File: config.mk
export PLATFORM = sky130hd
export DESIGN_NAME = uart_tx_fifo_flat
export DESIGN_NICKNAME = d
export VERILOG_FILES = /design/src/rtl/uart_pkg.sv /design/src/rtl/uart_tx_fifo_if.sv /design/src/rtl/uart_tx_fifo_byte_fifo.sv /design/src/rtl/uart_tx_fifo.sv /design/src/flat_wrapper.sv
export SDC_FILE = /design/constraint.sdc
export NUM_CORES = 1
export LEC_CHECK = 0
export BUFFER_PORTS_ARGS = -buffer_cell sky130_fd_sc_hd__buf_2
export CAP_MARGIN = 10
export CORE_UTILIZATION = 55
export DETAILED_ROUTE_END_ITERATION = 10
export GPL_ROUTABILITY_DRIVEN = 0
export GPL_TIMING_DRIVEN = 0
export PLACE_DENSITY = 0.75
export SYNTH_ARGS = -nofsm -noshare
export SYNTH_HDL_FRONTEND = slang
export SYNTH_SLANG_ARGS = --single-unit
File: constraint.sdc
create_clock -name clk -period 2.8 [get_ports clk]
set_clock_uncertainty 0.05 [all_clocks]
set_input_delay 0.42 -clock clk [delete_from_list [all_inputs] [get_ports clk]]
set_output_delay 0.42 -clock clk [all_outputs]
set_load 0.005 [all_outputs]
File: src/rtl/uart_pkg.sv
// Package: uart_pkg
// Shared UART types and helpers for the transmitter and the PROM-loading
// receiver.
//   tx_state_t      transmitter FSM states (PARITY is used only when the
//                   parity option is compiled in)
//   FRAME_DATA_BITS data bits per frame
//   baud_divider()  clock cycles per line bit (integer division)
package uart_pkg;

  typedef enum logic [2:0] {
    IDLE,
    START,
    DATA,
    PARITY,
    STOP
  } tx_state_t;

  localparam int FRAME_DATA_BITS = 8;

  function automatic int baud_divider(input int clock_hz, input int baud);
    return clock_hz / baud;
  endfunction

endpackage

File: src/rtl/uart_tx_fifo_if.sv
// Interface: uart_tx_fifo_if
// Byte handshake and line-side status of the UART transmitter.
//   tx_data_i     byte offered by the source
//   tx_valid_i    byte offered; held with the data until accepted
//   tx_ready_o    transmitter FIFO can accept
//   tx_o          serial line, idle high
//   busy_o        frame in progress or FIFO non-empty
//   fifo_level_o  FIFO occupancy
// master: the byte source (CPU io_out path); slave: uart_tx_fifo.
interface uart_tx_fifo_if
  import uart_pkg::*;
#(
  parameter int FIFO_DEPTH = 2
);
  localparam int LEVEL_W = $clog2(FIFO_DEPTH) + 1;

  logic [FRAME_DATA_BITS-1:0] tx_data_i;
  logic                       tx_valid_i;
  logic                       tx_ready_o;
  logic                       tx_o;
  logic                       busy_o;
  logic [LEVEL_W-1:0]         fifo_level_o;

  modport master (
    output tx_data_i, tx_valid_i,
    input  tx_ready_o, tx_o, busy_o, fifo_level_o
  );

  modport slave (
    input  tx_data_i, tx_valid_i,
    output tx_ready_o, tx_o, busy_o, fifo_level_o
  );

endinterface

File: src/rtl/uart_tx_fifo_byte_fifo.sv
// Module: byte_fifo
// Small synchronous FIFO with asynchronous active-high reset.
//   clk, reset   clock / async reset (flushes contents)
//   push, push_data  write request; ignored while full
//   pop, pop_data    read request; pop_data shows the head (valid when !empty)
//   full, empty, level  status decoded from registered occupancy
// DEPTH must be a power of two so the pointers wrap by plain overflow.
module byte_fifo
  import uart_pkg::*;
#(
  parameter int DEPTH = 2,
  parameter int WIDTH = FRAME_DATA_BITS
) (
  input  logic                   clk,
  input  logic                   reset,
  input  logic                   push,
  input  logic [WIDTH-1:0]       push_data,
  input  logic                   pop,
  output logic [WIDTH-1:0]       pop_data,
  output logic                   full,
  output logic                   empty,
  output logic [$clog2(DEPTH):0] level
);

  localparam int PTR_W = $clog2(DEPTH);
  localparam logic [PTR_W:0] FULL_LEVEL = (PTR_W + 1)'(DEPTH);

  logic [WIDTH-1:0] mem [DEPTH];
  logic [PTR_W-1:0] wr_ptr_reg;
  logic [PTR_W-1:0] rd_ptr_reg;
  logic [PTR_W:0]   level_reg;
  logic             push_en;
  logic             pop_en;

  assign full     = (level_reg == FULL_LEVEL);
  assign empty    = (level_reg == '0);
  assign level    = level_reg;
  assign push_en  = push && !full;
  assign pop_en   = pop && !empty;
  // Head is read straight from the register array so the consumer can load
  // it on the same edge that pops it.
  assign pop_data = mem[rd_ptr_reg];

  always_ff @(posedge clk) begin
    if (push_en) begin
      mem[wr_ptr_reg] <= push_data;
    end
  end

  always_ff @(posedge clk or posedge reset) begin
    if (reset) begin
      wr_ptr_reg <= '0;
      rd_ptr_reg <= '0;
      level_reg  <= '0;
    end else begin
      if (push_en) begin
        wr_ptr_reg <= wr_ptr_reg + 1'b1;
      end
      if (pop_en) begin
        rd_ptr_reg <= rd_ptr_reg + 1'b1;
      end
      // Simultaneous push and pop leaves the occupancy unchanged.
      case ({push_en, pop_en})
        2'b10:   level_reg <= level_reg + 1'b1;
        2'b01:   level_reg <= level_reg - 1'b1;
        default: level_reg <= level_reg;
      endcase
    end
  end

endmodule

File: src/rtl/uart_tx_fifo.sv
// Module: uart_tx_fifo
// Buffered serial transmitter. Bytes accepted on the bus handshake are queued
// in a byte_fifo and sent LSB first as 8N1 frames (8E1 when the macro
// UART_TX_PARITY_EN is defined) at DIVIDER = CLOCK_HZ/BAUD clocks per bit.
//   clk    clock, all state on posedge
//   reset  asynchronous active-high; flushes the FIFO and aborts the frame
//   bus    uart_tx_fifo_if.slave: tx_data_i/tx_valid_i/tx_ready_o handshake,
//          tx_o line, busy_o, fifo_level_o
// Frames follow each other with no idle gap while the FIFO holds data.
module uart_tx_fifo
  import uart_pkg::*;
#(
  parameter int CLOCK_HZ   = 625,
  parameter int BAUD       = 78,
  parameter int FIFO_DEPTH = 2
) (
  input  logic           clk,
  input  logic           reset,
  uart_tx_fifo_if.slave  bus
);

  localparam int DIVIDER = baud_divider(CLOCK_HZ, BAUD);
  localparam int CNT_W   = (DIVIDER < 2) ? 1 : $clog2(DIVIDER);
  localparam int LEVEL_W = $clog2(FIFO_DEPTH) + 1;
  localparam logic [CNT_W-1:0] CNT_LAST = CNT_W'(DIVIDER - 1);
  localparam logic [2:0]       IDX_LAST = 3'(FRAME_DATA_BITS - 1);

  if (DIVIDER < 2) begin : g_bad_divider
    $error("uart_tx_fifo: CLOCK_HZ/BAUD must be at least 2");
  end
  if (FIFO_DEPTH < 2 || (FIFO_DEPTH & (FIFO_DEPTH - 1)) != 0) begin : g_bad_depth
    $error("uart_tx_fifo: FIFO_DEPTH must be a power of two >= 2");
  end

  tx_state_t                  state_reg;
  logic [CNT_W-1:0]           baud_cnt_reg;
  logic [2:0]                 bit_idx_reg;
  logic [FRAME_DATA_BITS-1:0] shift_reg;
  logic                       tx_reg;
`ifdef UART_TX_PARITY_EN
  logic                       parity_reg;
`endif

  logic [FRAME_DATA_BITS-1:0] fifo_head;
  logic                       fifo_full;
  logic                       fifo_empty;
  logic [LEVEL_W-1:0]         fifo_level;
  logic                       bit_end;
  logic                       pop_start;

  assign bit_end = (baud_cnt_reg == CNT_LAST);
  // A new frame starts from IDLE, or straight out of the last stop cycle.
  assign pop_start = !fifo_empty &&
                     ((state_reg == IDLE) || (state_reg == STOP && bit_end));

  byte_fifo #(
    .DEPTH (FIFO_DEPTH),
    .WIDTH (FRAME_DATA_BITS)
  ) u_fifo (
    .clk       (clk),
    .reset     (reset),
    .push      (bus.tx_valid_i),
    .push_data (bus.tx_data_i),
    .pop       (pop_start),
    .pop_data  (fifo_head),
    .full      (fifo_full),
    .empty     (fifo_empty),
    .level     (fifo_level)
  );

  always_ff @(posedge clk or posedge reset) begin
    if (reset) begin
      state_reg    <= IDLE;
      baud_cnt_reg <= '0;
      bit_idx_reg  <= '0;
      shift_reg    <= '0;
      tx_reg       <= 1'b1;
`ifdef UART_TX_PARITY_EN
      parity_reg   <= 1'b0;
`endif
    end else begin
      case (state_reg)
        IDLE: begin
          if (pop_start) begin
            state_reg    <= START;
            baud_cnt_reg <= '0;
            shift_reg    <= fifo_head;
`ifdef UART_TX_PARITY_EN
            parity_reg   <= ^fifo_head;
`endif
            tx_reg       <= 1'b0;
          end
        end

        START: begin
          if (bit_end) begin
            baud_cnt_reg <= '0;
            state_reg    <= DATA;
            tx_reg       <= shift_reg[0];
            shift_reg    <= {1'b0, shift_reg[FRAME_DATA_BITS-1:1]};
          end else begin
            baud_cnt_reg <= baud_cnt_reg + 1'b1;
          end
        end

        DATA: begin
          if (bit_end) begin
            baud_cnt_reg <= '0;
            if (bit_idx_reg == IDX_LAST) begin
              bit_idx_reg <= '0;
`ifdef UART_TX_PARITY_EN
              state_reg   <= PARITY;
              tx_reg      <= parity_reg;
`else
              state_reg   <= STOP;
              tx_reg      <= 1'b1;
`endif
            end else begin
              bit_idx_reg <= bit_idx_reg + 1'b1;
              tx_reg      <= shift_reg[0];
              shift_reg   <= {1'b0, shift_reg[FRAME_DATA_BITS-1:1]};
            end
          end else begin
            baud_cnt_reg <= baud_cnt_reg + 1'b1;
          end
        end

`ifdef UART_TX_PARITY_EN
        PARITY: begin
          if (bit_end) begin
            baud_cnt_reg <= '0;
            state_reg    <= STOP;
            tx_reg       <= 1'b1;
          end else begin
            baud_cnt_reg <= baud_cnt_reg + 1'b1;
          end
        end
`endif

        STOP: begin
          if (bit_end) begin
            baud_cnt_reg <= '0;
            if (pop_start) begin
              // Back-to-back: the next start bit follows the stop bit directly.
              state_reg <= START;
              shift_reg <= fifo_head;
`ifdef UART_TX_PARITY_EN
              parity_reg <= ^fifo_head;
`endif
              tx_reg    <= 1'b0;
            end else begin
              state_reg <= IDLE;
            end
          end else begin
            baud_cnt_reg <= baud_cnt_reg + 1'b1;
          end
        end

        default: begin
          state_reg    <= IDLE;
          baud_cnt_reg <= '0;
          tx_reg       <= 1'b1;
        end
      endcase
    end
  end

  assign bus.tx_o         = tx_reg;
  assign bus.tx_ready_o   = !fifo_full;
  assign bus.busy_o       = (state_reg != IDLE) || !fifo_empty;
  assign bus.fifo_level_o = fifo_level;

endmodule

File: src/flat_wrapper.sv
// flat-port wrapper written by rule: the top's interface ports become plain ports
module uart_tx_fifo_flat import uart_pkg::*;
#(
  parameter int CLOCK_HZ   = 625,
  parameter int BAUD       = 78,
  parameter int FIFO_DEPTH = 2
)
  (clk, reset, bus_tx_data_i, bus_tx_valid_i, bus_tx_ready_o, bus_tx_o, bus_busy_o, bus_fifo_level_o);
  uart_tx_fifo_if #(.FIFO_DEPTH(FIFO_DEPTH)) bus_i ();
  input  logic clk;
  input  logic reset;
  input wire logic [$bits(bus_i.tx_data_i)-1:0] bus_tx_data_i;
  input wire logic [$bits(bus_i.tx_valid_i)-1:0] bus_tx_valid_i;
  output wire logic [$bits(bus_i.tx_ready_o)-1:0] bus_tx_ready_o;
  output wire logic [$bits(bus_i.tx_o)-1:0] bus_tx_o;
  output wire logic [$bits(bus_i.busy_o)-1:0] bus_busy_o;
  output wire logic [$bits(bus_i.fifo_level_o)-1:0] bus_fifo_level_o;
  assign bus_i.tx_data_i = bus_tx_data_i;
  assign bus_i.tx_valid_i = bus_tx_valid_i;
  assign bus_tx_ready_o = bus_i.tx_ready_o;
  assign bus_tx_o = bus_i.tx_o;
  assign bus_busy_o = bus_i.busy_o;
  assign bus_fifo_level_o = bus_i.fifo_level_o;
  uart_tx_fifo #(.CLOCK_HZ(CLOCK_HZ), .BAUD(BAUD), .FIFO_DEPTH(FIFO_DEPTH)) u_core (.clk(clk), .reset(reset), .bus(bus_i));
endmodule
==> impl_metrics.yaml <==
timing:
  final-hold-violation-count: 0
  tns_ns: 0
  slew_violations: 0
  max_freq_ghz: 0.3954
  layout_min_cycle_time_ns: 2.529
  tightest_slew_ns: 0.8114
  min_period_over_period: 0.9032
  rsz0062_at_grt: "false"
  setup_viol: 0
  fin_ws_ns: 0.2710
  maxSlewHeadroom: 0.4585
  hold-worst-slack_ns: 0.1655
route:
  via_per_inst: 5.307
  drc: 0
  via_count: 1056
  drt_iter0_drc: 16
  dr.pass1.iters: 4
  wl_um: 2832
  avgRoutedWirePerCell_um: 14.23
  postRouteAntennaNets: 0
floorplan:
  rows: 20
  start_util: 0.5787
  num_io_pins: 16
  dieArea_mm2: 0.003443
  fp.dieH_um: 58.68
  core-area_mm2: 0.003053
  chipWidth_um: 58.68
worst_setup_path:
  cp.required_ns: 2.33
  cp_data_arrival_time_ns: 2.06
  cpPeakStageDelay_ns: 0.55
  path_cells: "buf_2 -> or2_2 -> nor4_1 -> inv_1 -> buf_2"
  end_kind: "output pin"
  cp_common_cell: "buf_2"
  crit_slowest_cell: "nor4_1"
  cp-start-kind: "flop"
  crit_fanout: 10
  criticalPathCategory: "flop to output pin"
global_routing:
  antenna_found_initial: 0
  grt_overflow: 0
  grt_usage: 0.1914
  grt_first_pass_wirelength_um: 4685
  grt_max_degree: 23
  grt_pass1_vias: 1064
placed_design:
  hpwl_um: 1971
  dpl_worst_slack_ns: 0.6349
  port_buffers: 15
  placedCellCount: 191
hold_path:
  min_path_type: "input pin to asynchronous set/reset pin"
finish:
  fillCellCount: 249
  diodes: 0
  largest_register_ffs: 16
  fin_cells: 199
  register_area_mm2: 0.001032
  area_delta_synth_final_pct: 11.61
  multi_input_area_um2: 669.4
  nets: 170
  final_layout_size_suffix_gt1_frac: 0.2903
logic_synthesis:
  avgSynthCellArea_um2: 13.38
  yosysUniqueCellTypes: 34
  ys_seq_elements: 38
  synth.area.top_cells: "dfrtp_1 (30%), edfxtp_1 (27%), mux2_2 (7.0%), mux2i_1 (6.8%), ha_1 (3.5%)"
  ys_warn_count: 0
  synth_top_area_share: 0.2975
  synth-seq-area-share: 0.5843
  syn_area_mm2: 0.001767
  synth_top_area_cell: "dfrtp_1"
  synth_cells: 132
  synth_nets: 148
run_status:
  status: "complete, no violations"
clock_tree:
  cts_buffers: 5
  cts_setup_buffers: 0
  cts_max_level: 2
  cts_tree: "built"
  cts_resized: 0
  clock-sinks: 38
  clock_latency_ns: 0.34
  clockBufferDepth: 2
  cts-root-buf: "clkbuf_4"
  holdBufCountCts: 0
  clk_pin_slew_worst_paths_ns: 0.11
power_and_ir_drop:
  cellLeakagePower_nw: 0.8731
  max-vdd-ir-drop_mv: 0.6507
  p_total_mw: 2.025
  p_per_area_mw_per_mm2: 1027
flow_run:
  cap_violations: 0
-- layer usage --
| layer | up-vias | wire [um] | track usage |
|---|---|---|---|
| met5 | - | 0 | 0 |
| met4 | 0 | 60 | 0.1054 |
| met3 | 8 | 106 | 0.04835 |
| met2 | 22 | 1376 | 0.3054 |
| met1 | 511 | 1289 | 0.2404 |
| li1 | 515 | - | - |
-- logic make-up after synthesis --
group           count (synthesis)  share of synthesized area
buf+inv                        16                    0.03683
compound gates                 15                    0.06303
flops                          38                     0.5843
simple gates                   25                    0.08216
fa+ha+maj                       5                    0.03541
mux                            26                     0.1636
xor+xnor                        7                    0.03470
-- power breakdown --
| group | leakage (nW) | total (mW) | internal [mW] | switching, mW |
|---|---|---|---|---|
| Sequential | 0.423 | 0.872 | 0.774 | 0.0984 |
| Clock | 0.0399 | 0.357 | 0.186 | 0.171 |
| Combinational | 0.410 | 0.796 | 0.404 | 0.392 |
| Total | 0.873 | 2.02 | 1.36 | 0.662 |
-- cell type report --
type | instances | share of cell area
Timing Repair Buffer | 15 | 0.03807
Buffer | 5 | 0.01206
Clock buffer | 6 | 0.02094
Tap cell | 44 | 0.02792
Sequential cell | 38 | 0.5235
Multi-Input combinational cell | 78 | 0.3395
Inverter | 11 | 0.02094
Clock inverter | 2 | 0.01713
-- synthesized netlist by cell type, drive strengths merged --
library cell  instances
o21ai                 3
nor2b                 1
nand3b                3
nor4b                 2
o31a                  1
o31ai                 1
inv                  11
xnor2                 5
edfxtp               16
nand4b                1
buf                   4
o211ai                2
nor4                  1
o22ai                 1
nand2b                2
or2                   1
and3                  1
nand2                 5
ha                    5
nor2                  7
dfrtp                21
mux2                 14
or4                   1
dfstp                 1
mux2i                12
a21oi                 4
a22o                  1
clkbuf                1
o211a                 1
xor2                  2
a31o                  1
-- final timing paths --
kind	startpoint	to	slack, ns	cells after the start
max	u_core.state_reg[1]	bus_busy_o	0.27	5
min	reset	u_core.shift_reg[6]	0.17	2
max reg2reg	u_core.baud_cnt_reg[0]	u_core.shift_reg[5]	0.62	6
min reg2reg	u_core.bus.tx_o	u_core.bus.tx_o	0.44	2
max in group asynchronous	reset	u_core.bit_idx_reg[1]	2.02	2
min in group clk	bus_tx_data_i[6]	u_core.u_fifo.mem[0][6]	0.21	1
-- layout by cell type, fill, tap and decap left out, drive strengths merged, types with 2 or more instances in the layout --
cell type / instances
o21ai: 3
ha: 5
buf: 19
mux2: 14
xnor2: 5
inv: 11
mux2i: 12
xor2: 2
dfrtp: 21
nor4b: 2
clkbuf: 7
o211ai: 2
edfxtp: 16
nor2: 7
nand3b: 3
nand2: 5
nand2b: 2
a21oi: 4
-- metrics by stage --
stage | instance area (um2) | utilization
after floorplan | 1767 | -
after global placement | 1897 | 0.6213
after detailed placement | 1897 | 0.6213
after CTS | 1972 | 0.6459
after global routing | 1972 | 0.6459
final | 1972 | 0.6459
-- worst max-delay path, delay by kind of cell (launching register included) --
kind | cells | cell delay, ns
AND/OR/NAND/NOR | 2 | 0.85
flip-flops | 1 | 0.45
buffers and inverters | 3 | 0.41
No activity file was read; power rests on OpenSTA's default activity.
